### src/rtl/fp_addsub.sv
// Multi-cycle IEEE-754-style adder/subtractor: one operation in flight, fixed
// 5-cycle start-to-done latency, round-to-nearest-even, denormals flushed to zero.
module fp_addsub #(
  parameter int EXP_W = 8,
  parameter int MAN_W = 23
) (
  input  logic                   clk,
  input  logic                   reset_n,
  input  logic                   start,
  input  logic                   sub,
  input  logic [EXP_W+MAN_W:0]   op1,
  input  logic [EXP_W+MAN_W:0]   op2,
  output logic [EXP_W+MAN_W:0]   result,
  output logic                   busy,
  output logic                   done,
  output logic [3:0]             flags
);

  localparam int W   = 1 + EXP_W + MAN_W;
  localparam int MW  = MAN_W + 4;
  localparam int XW  = EXP_W + 2;
  localparam int SHW = $clog2(MW);
  localparam logic [EXP_W-1:0]     EONES = '1;
  localparam logic signed [XW-1:0] EMAX  = XW'((1 << EXP_W) - 1);
  localparam logic signed [XW-1:0] EZERO = '0;
  localparam logic signed [XW-1:0] EONE  = XW'(1);
  localparam logic [W-1:0]         QNAN  = {1'b0, EONES, 1'b1, {(MAN_W-1){1'b0}}};

  typedef enum logic [2:0] {IDLE, ALIGN, ADD, NORM, ROUND, OUT} state_t;
  state_t state_q, state_d;

  logic               sa_d, sb_d, sa_q, sb_q, swap;
  logic [EXP_W-1:0]   ea_d, eb_d, ea_q, eb_q;
  logic [MAN_W-1:0]   fa_d, fb_d, fa_q, fb_q;
  logic               zero_a, zero_b, inf_a, inf_b, nan_a, nan_b;
  logic               spec_d, spec_q;
  logic [W-1:0]       spec_res_d, spec_res_q;
  logic [3:0]         spec_flg_d, spec_flg_q;
  logic [EXP_W-1:0]   diff;
  logic [SHW-1:0]     shamt;
  logic [MW-1:0]      mb_ext, mb_sh, mask, ma_d, mb_d, ma_q, mb_q;
  logic [MW:0]        sum_d, sum_q;
  logic [SHW-1:0]     lz;
  logic signed [XW-1:0] exa, en_d, en_q;
  logic [MW-1:0]      mn_d, mn_q;
  logic               zero_d, zero_q;
  logic [W+3:0]       rf_d;
  logic [W-1:0]       result_q;
  logic [3:0]         flags_q;

  function automatic logic [SHW-1:0] lzc_f(input logic [MW-1:0] v);
    lzc_f = '0;
    for (int i = 0; i < MW; i++)
      if (v[i]) lzc_f = SHW'(MW - 1 - i);
  endfunction

  // Returns {result, flags}; m is normalised {hidden, frac, G, R, S}.
  function automatic logic [W+3:0] pack_f(input logic s, input logic signed [XW-1:0] e,
                                          input logic [MW-1:0] m, input logic z);
    logic [MAN_W+1:0]     rnd;
    logic                 g, r, st, inc;
    logic signed [XW-1:0] er;
    logic [MAN_W-1:0]     fr;
    g   = m[2];
    r   = m[1];
    st  = m[0];
    inc = g & (r | st | m[3]);
    rnd = {1'b0, m[MW-1:3]} + {{(MAN_W+1){1'b0}}, inc};
    er  = rnd[MAN_W+1] ? e + EONE : e;
    fr  = rnd[MAN_W+1] ? rnd[MAN_W:1] : rnd[MAN_W-1:0];
    if (z)                pack_f = '0;
    else if (er >= EMAX)  pack_f = {s, EONES, {MAN_W{1'b0}}, 4'b0101};
    else if (er <= EZERO) pack_f = {s, {(W-1){1'b0}}, 4'b0011};
    else                  pack_f = {s, er[EXP_W-1:0], fr, 3'b000, g | r | st};
  endfunction

  // Capture: effective sign of op2, swap so A has the larger magnitude
  assign swap = op2[W-2:0] > op1[W-2:0];
  assign sa_d = swap ? (op2[W-1] ^ sub) : op1[W-1];
  assign sb_d = swap ? op1[W-1] : (op2[W-1] ^ sub);
  assign ea_d = swap ? op2[W-2:MAN_W] : op1[W-2:MAN_W];
  assign eb_d = swap ? op1[W-2:MAN_W] : op2[W-2:MAN_W];
  assign fa_d = swap ? op2[MAN_W-1:0] : op1[MAN_W-1:0];
  assign fb_d = swap ? op1[MAN_W-1:0] : op2[MAN_W-1:0];
  assign zero_a = (ea_d == '0);
  assign zero_b = (eb_d == '0);
  assign inf_a  = (ea_d == EONES) && (fa_d == '0);
  assign inf_b  = (eb_d == EONES) && (fb_d == '0);
  assign nan_a  = (ea_d == EONES) && (fa_d != '0);
  assign nan_b  = (eb_d == EONES) && (fb_d != '0);

  always_comb begin
    spec_d     = 1'b1;
    spec_res_d = QNAN;
    spec_flg_d = 4'b0000;
    if (nan_a || nan_b)                       spec_flg_d = 4'b0000;
    else if (inf_a && inf_b && (sa_d != sb_d)) spec_flg_d = 4'b1000;
    else if (inf_a)  spec_res_d = {sa_d, EONES, {MAN_W{1'b0}}};
    else if (zero_a) spec_res_d = {sa_d & sb_d, {(W-1){1'b0}}};
    else if (zero_b) spec_res_d = {sa_d, ea_d, fa_d};
    else             spec_d = 1'b0;
  end

  always_ff @(posedge clk) begin
    if (state_q == IDLE && start) begin
      sa_q <= sa_d;  sb_q <= sb_d;
      ea_q <= ea_d;  eb_q <= eb_d;
      fa_q <= fa_d;  fb_q <= fb_d;
      spec_q <= spec_d;  spec_res_q <= spec_res_d;  spec_flg_q <= spec_flg_d;
    end
  end

  // Align: B shifted right, shift saturates, lost bits collapse into sticky
  assign diff   = ea_q - eb_q;
  assign shamt  = (32'(diff) > 32'(MW - 1)) ? SHW'(MW - 1) : SHW'(diff);
  assign mb_ext = {1'b1, fb_q, 3'b000};
  assign mask   = ~({MW{1'b1}} << shamt);
  assign mb_sh  = mb_ext >> shamt;
  assign ma_d   = {1'b1, fa_q, 3'b000};
  assign mb_d   = {mb_sh[MW-1:1], mb_sh[0] | (|(mb_ext & mask))};

  // Add: after the swap the difference can never go negative
  assign sum_d = (sa_q ^ sb_q) ? ({1'b0, ma_q} - {1'b0, mb_q}) : ({1'b0, ma_q} + {1'b0, mb_q});

  // Normalise
  assign lz  = lzc_f(sum_q[MW-1:0]);
  assign exa = $signed({2'b00, ea_q});
  always_comb begin
    mn_d   = sum_q[MW-1:0] << lz;
    en_d   = exa - $signed(XW'(lz));
    zero_d = (sum_q == '0);
    if (sum_q[MW]) begin
      mn_d   = {sum_q[MW:2], sum_q[1] | sum_q[0]};
      en_d   = exa + EONE;
      zero_d = 1'b0;
    end
  end

  always_ff @(posedge clk) begin
    if (state_q == ALIGN) begin
      ma_q <= ma_d;
      mb_q <= mb_d;
    end
    if (state_q == ADD) sum_q <= sum_d;
    if (state_q == NORM) begin
      mn_q   <= mn_d;
      en_q   <= en_d;
      zero_q <= zero_d;
    end
  end

  // Round and pack; special operands override the datapath
  assign rf_d = spec_q ? {spec_res_q, spec_flg_q} : pack_f(sa_q, en_q, mn_q, zero_q);

  always_ff @(posedge clk or negedge reset_n) begin
    if (!reset_n) begin
      result_q <= '0;
      flags_q  <= '0;
    end else if (state_q == ROUND) begin
      {result_q, flags_q} <= rf_d;
    end
  end

  assign result = result_q;
  assign flags  = flags_q;

  always_ff @(posedge clk or negedge reset_n) begin
    if (!reset_n) state_q <= IDLE;
    else          state_q <= state_d;
  end

  always_comb begin
    state_d = IDLE;
    case (state_q)
      IDLE:    state_d = start ? ALIGN : IDLE;
      ALIGN:   state_d = ADD;
      ADD:     state_d = NORM;
      NORM:    state_d = ROUND;
      ROUND:   state_d = OUT;
      OUT:     state_d = IDLE;
      default: state_d = IDLE;
    endcase
  end

  always_comb begin
    busy = (state_q == ALIGN) || (state_q == ADD) || (state_q == NORM) || (state_q == ROUND);
    done = (state_q == OUT);
  end

endmodule
### config.mk
export PLATFORM = sky130hd
export DESIGN_NAME = fp_addsub
export DESIGN_NICKNAME = d
export VERILOG_FILES = /design/src/rtl/fp_addsub.sv
export SDC_FILE = /design/constraint.sdc
export NUM_CORES = 1
export LEC_CHECK = 0
export CORE_MARGIN = 4
export CORE_UTILIZATION = 32
export DETAILED_ROUTE_END_ITERATION = 8
export SLEW_MARGIN = 10
export SYNTH_ARGS = -nofsm -noshare
export SYNTH_HDL_FRONTEND = slang
export SYNTH_SLANG_ARGS = --single-unit
### constraint.sdc
create_clock -name clk -period 16.1 [get_ports clk]
set_input_delay 3.22 -clock clk [delete_from_list [all_inputs] [get_ports clk]]
set_output_delay 3.22 -clock clk [all_outputs]
set_load 0.03 [all_outputs]
==> results of run 1 <==
-- synth_stat cells, types with 28 or more instances --
| master | instances | area share |
|---|---|---|
| dfrtp_1 | 39 | 0.055 |
| nor2_1 | 152 | 0.032 |
| edfxtp_1 | 214 | 0.36 |
| nand4_1 | 28 | 0.0099 |
| clkbuf_1 | 68 | 0.014 |
| inv_1 | 116 | 0.025 |
| mux2_2 | 53 | 0.034 |
| o21ai_0 | 128 | 0.036 |
| mux2i_1 | 70 | 0.040 |
| ha_1 | 94 | 0.066 |
| nor4_1 | 29 | 0.010 |
| nand3_1 | 38 | 0.011 |
| xnor2_1 | 45 | 0.022 |
| o22ai_1 | 38 | 0.013 |
| nand2_1 | 158 | 0.033 |
| nor2b_1 | 35 | 0.012 |
| a21o_1 | 28 | 0.012 |
| a21oi_1 | 105 | 0.030 |
| nor3_1 | 36 | 0.010 |
-- final cells by class --
cell class              count  area share
clock buffers              33      0.0362
clock inverters            19      0.0129
inverters                 119      0.0218
multi-input cells        1372       0.463
flip-flops and latches    253       0.361
well taps                 748      0.0457
repair buffers            128      0.0595
-- worst paths after layout --
check / startpoint / end / slack [ns] / cells past startpoint
worst max register to register: ea_q[0]$_DFFE_PP_ / mb_q[0]$_DFFE_PP_ / 10.73 / 14
worst max-delay path: op1[22] / spec_res_q[22]$_SDFFCE_PP1P_ / 9.07 / 15
worst min-delay path: fa_q[16]$_DFFE_PP_ / ma_q[19]$_DFFE_PP_ / 0.43 / 0
min in group asynchronous: reset_n / result[22]$_DFFE_PN0P_ / 2.79 / 1
max in group asynchronous: reset_n / result[2]$_DFFE_PN0P_ / 12.74 / 1
worst min register to register: fa_q[16]$_DFFE_PP_ / ma_q[19]$_DFFE_PP_ / 0.43 / 0
-- cell usage in the layout (no fill, tap or decap), drive strengths merged, types with 16 or more instances in the layout --
cell type and instances:
o211ai 16, nand2 158, clkdlybuf4s50 104, nor2 153
nor2b 35, clkbuf 33, a31oi 25, mux2i 70
nor4 31, a211oi 19, a21oi 106, xor2 24
o22ai 39, o21ai 130, mux2 53, edfxtp 214
nand4 34, nor3 38, nand2b 25, buf 24
nand3 39, dfrtp 39, ha 94, a21o 28
xnor2 46, inv 119
-- per-layer routing --
layer | up-vias | GRT usage | routed length [um]
li1 | 6982 | - | -
met1 | 7334 | 0.258 | 25500
met2 | 573 | 0.305 | 26600
met3 | 103 | 0.0178 | 2860
met4 | 0 | 0.0518 | 1720
met5 | - | 0 | 0
-- power breakdown --
| group | internal [W] | leakage (nW) | total (W) | switching, W |
|---|---|---|---|---|
| registers | 0.00104 | 2.44 | 0.00131 | 0.000268 |
| clock network | 0.000426 | 0.481 | 0.000694 | 0.000268 |
| logic | 0.000793 | 4.85 | 0.00212 | 0.00133 |
-- through the flow --
stage	power (W)	utilization	cells
6_report	0.00412	0.373	2672
3_5_place_dp	0.00339	0.354	2620
5_1_grt	0.00436	0.373	2672
2_1_floorplan	0.00272	-	1837
4_1_cts	0.00410	0.373	2672
3_3_place_gp	0.00338	0.354	2620
-- flip-flops by register name, indices dropped and copies added (netlist names), 3 cells and up --
register and flops:
spec_res_q 32, en_q 10, fb_q 23, state_q 3
mn_q 27, ma_q 23, eb_q 8, flags 4
ea_q 8, sum_q 28, result 32, mb_q 27
fa_q 23
-- logic make-up after synthesis --
group / synth area share
AOI/OAI and AO/OA: 0.190
DFF: 0.417
and+or+nand+nor: 0.160
xor gates and xnor gates: 0.0354
adders and majority gates: 0.0708
muxes: 0.0744
buffers and inverters: 0.0514
==> metrics, run 1 <==
vias in the first global route 14400; outcome finished clean; Root Driver clkbuf_16; hold_ws 0.427 ns; clock sinks 253; Chip Width 243 um; post-place instance area about 20000 um2; pwr dens 201 nW/um2; gpl congestion between 0.9 and 1; Std-Cell Rows 86; First DRT Iteration DRCs around 1600; worst path bufs/invs 3; Worst EP required 16.40 ns; share of cells above drive strength 1 0.0925; Clock Path Buffers 3; Worst Tran Pin Value 1.22 ns; gr ovfl total 0; CP top delay family buffers and inverters; Vias 15000; mean area per synthesized cell slightly below 10 um2; CTS tree built; placed wire-length estimate 43.5 mm; Most used DFF post-synth edfxtp_1; register bit total from synthesis 253; Final Worst Setup Slack about 9.1 ns; first-pass GRT wire length 87.2 mm; DRC Markers 0; Yosys warnings 0; initial antenna violation count 0; critical path launch point type input pin; Distinct cells, synth 105; Sequential Area between 7000 and 8000 um2; worst hold-check path type flop to flop; sequential fraction of the synthesis area 0.417; Post-CTS Hold Fix Bufs 0; Ports between 100 and 150; Final #Nets 2067; ys async rst share 0.154; starting density of the core 0.323; Fill cells roughly 5400; GRT Total Usage 0.184; PostCTS Resize Cnt 0; Antenna Cells 0; start-to-end type of the worst setup path input pin to flop; Final Cycle Share 0.437; post-CTS setup buffer count 0; MaxCap Viol Count 0; Critical Path Sink Type flop; Post-Syn Area 17700 um2; Final Hold Fails 0; CP dominant cell by count ha_1; combined area of the multi-input logic cells 9480 um2; minimum clock period about 7.0 ns; RSZ-0062 raised after global routing no; setup slack at placement 8.50 ns; vias per inst ~5.6; post-route ant nets 0; clock skew around 0.011 ns; Setup TNS 0 ns; data arrival time of the worst path 7.33 ns; Worst-path clk slew 0.06 ns; number of enable flip-flop cells after synthesis between 200 and 250; Worst path slowest cell buf_4; drt pass-1 iters 6; Buffers on Ports 105; area grow syn2layout 15.5%; chip height 243 um; core footprint about 55000 um2; critical-path maximum fanout 103; DIE AREA 59300 um2; H-tree Lvls 1; worst skew pair latency 0.56 ns; cell area after layout 20500 um2; DR WL/cell 21.2 um; Fmax achieved 0.142 GHz; Slew headroom 0.183; Cell Chain, Critical Path clkdlybuf4s50_1, inv_1, ha_1, nand4_1, nor4_1, a221oi_1, o211ai_1, a211oi_1, nor3_2, buf_4, mux2_2, ha_1, a21oi_1, o32ai_1, o21bai_1; CTS Buf Count 28; Max VDD drop 97.5 uV; final setup violating endpoints 0; DRT Wirelength 56.6 mm; cell count after synthesis 1837; Syn Nets 2002; Slew Limit Fails 0; max incr delay on CP 0.77 ns; largest net degree at the start of global routing 104; leak pwr around 8 nW
No activity file was read; power rests on OpenSTA's default activity.
==> inputs of run 2 (changes only) <==
==> constraint.sdc (replaced) <==
create_clock -name clk -period 6.6 [get_ports clk]
set_input_delay 1.32 -clock clk [delete_from_list [all_inputs] [get_ports clk]]
set_output_delay 1.32 -clock clk [all_outputs]
set_load 0.03 [all_outputs]
==> metrics, run 2 (synthesis results as in run 1) <==
worst skew pair latency 0.59 ns (+0.03 ns); placed wire-length estimate 44.4 mm (+2.1%); reg2reg path depth 13 (-1); Root Driver clkbuf_16; CTS Buf Count 30 (+7.1%); area grow syn2layout 15.9%; Buffers on Ports 105 (unchanged); CP top delay family compound AO/OA/AOI/OAI gates; Final Hold Fails 0 (unchanged); Max VDD drop 224 uV (+130%); chip height 243 um (unchanged); placed cell count 2624 (+0.15%); Ports 106 (unchanged); hold path startpoint fa_q[12]$_DFFE_PP_; worst hold-check path type flop to flop; Final #Nets 2073 (+0.29%); clock skew 0.0324 ns (+0.0217 ns); outcome finished clean; CP Depth 13 (-2); Antenna Cells 0 (unchanged); CP startpoint ea_q[0]$_DFFE_PP_; data arrival time of the worst path 5.30 ns (-2.03 ns); Slew headroom 0.174 (-0.00949); Post-CTS Hold Fix Bufs 0 (unchanged); first-pass GRT wire length 88.2 mm (+1.1%); Chip Width 243 um (unchanged); MaxCap Viol Count 0 (unchanged); r2r startpoint ea_q[0]$_DFFE_PP_; largest net degree at the start of global routing 72 (-31%); commonest non-fill, non-tap cell in the layout edfxtp_1; minimum clock period 4.99 ns; r2r setup slk 1.61 ns (-9.12 ns); core footprint 55000 um2 (unchanged); Clock Path Buffers 3 (unchanged); initial antenna violation count 0 (unchanged); DIE AREA 59300 um2 (unchanged); Setup TNS 0 ns (unchanged); Final Cycle Share 0.756; CP dominant cell by count inv_1; H-tree Lvls 1 (unchanged); First DRT Iteration DRCs 1701 (+9.6%); GRT Total Usage 0.187 (+0.00229); Worst-path clk slew 0.06 ns (about the same); Worst Tran Pin Value 1.24 ns (+0.0168 ns); Cell Chain, Critical Path inv_1, ha_1, inv_1, fa_1, xnor2_1, nand2_1, a31oi_2, nand4_2, a221oi_1, a211o_1, o221ai_1, a22o_1, a221o_1; post-place instance area 19500 um2 (+0.17%); gr ovfl total 0 (unchanged); Critical Path Sink Type flop; DRC Markers 0 (unchanged); commonest non-fill, non-tap cells in the layout edfxtp_1 (214), nand2_1 (158), nor2_1 (152); post-CTS setup buffer count 0 (unchanged); Crit Reg-Reg Endpoint mb_q[1]$_DFFE_PP_; gpl congestion 0.939 (-1.6%); critical path launch point type flop; RSZ-0062 raised after global routing no; start-to-end type of the worst setup path flop to flop; Worst path slowest cell xnor2_1; cell area after layout 20600 um2 (+0.31%); Vias 15000 (+0.28%); clock sinks 253 (unchanged); starting density of the core 0.323 (unchanged); worst path bufs/invs 2 (-1); Slew Limit Fails 0 (unchanged); post-route ant nets 0 (unchanged); vias in the first global route 14700 (+2.3%); drt pass-1 iters 6 (unchanged); Fmax achieved roughly 0.2 GHz; leak pwr 7.82 nW (+0.61%); CTS tree built; Worst EP required 6.91 ns (-9.49 ns); PostCTS Resize Cnt 0 (unchanged); DR WL/cell 21.4 um (+0.84%); share of cells above drive strength 1 0.0948 (+0.00225); pwr dens 489 nW/um2 (+140%); final cell count without fillers 2679 (+0.26%); vias per inst 5.61 (about the same); critical-path maximum fanout 19 (-82%); max incr delay on CP 0.75 ns (-0.02 ns); final setup violating endpoints 0 (unchanged); Overall Power 0.0100 W (+140%); DRT Wirelength 57.3 mm (+1.1%); Critical Path End mb_q[1]$_DFFE_PP_; Std-Cell Rows 86 (unchanged)
## run 2: cell count changes in the layout (fill, tap and decap cells not counted), moves of 2 or more
cell / change
bufinv_16: -5
buf_4: +4
clkbuf_16: +4
clkbuf_8: +4
clkbuf_1: +2
clkinvlp_4: -2
## run 2: area by class of cell
type	count	area, um2
fillers	5484	34400
multi-input cells	1372	9480
flip-flops and latches	253	7400
repair buffers	132	1250
well taps	748	936
clock buffers	43	903
inverters	119	447
clock inverters	12	133
## run 2: worst min-delay path by stage
stage | endpoint | slack, ns | cells past startpoint
2_1_floorplan | ma_q[10]$_DFFE_PP_ | 0.40 | 0
3_3_place_gp | ma_q[15]$_DFFE_PP_ | 0.42 | 0
3_5_place_dp | ma_q[15]$_DFFE_PP_ | 0.41 | 0
4_1_cts | ma_q[15]$_DFFE_PP_ | 0.43 | 0
5_1_grt | ma_q[17]$_DFFE_PP_ | 0.43 | 0
6_report | ma_q[15]$_DFFE_PP_ | 0.42 | 0
## run 2: routing by layer
layer  up-vias  track usage  wire (um)
met5         -            0          0
met4         0       0.0586       1750
met3        98       0.0192       3340
met2       611        0.311      27100
met1      7318        0.256      25100
li1       7007            -          -
## run 2: stage by stage
stage | hold WS, ns | setup WS (ns) | util
after detailed placement | 0.410 | 1.33 | 0.355
final | 0.424 | 1.61 | 0.374
after CTS | 0.426 | 1.68 | 0.374
after floorplan | 0.400 | 1.67 | -
after global routing | 0.429 | 1.28 | 0.374
after global placement | 0.417 | 1.35 | 0.355
## run 2: where the power goes
group	total, W	switching (W)	leakage (nW)	internal [W]
combinational	0.00517	0.00323	4.88	0.00194
sequential	0.00320	0.000673	2.44	0.00253
clock	0.00167	0.000668	0.502	0.000999
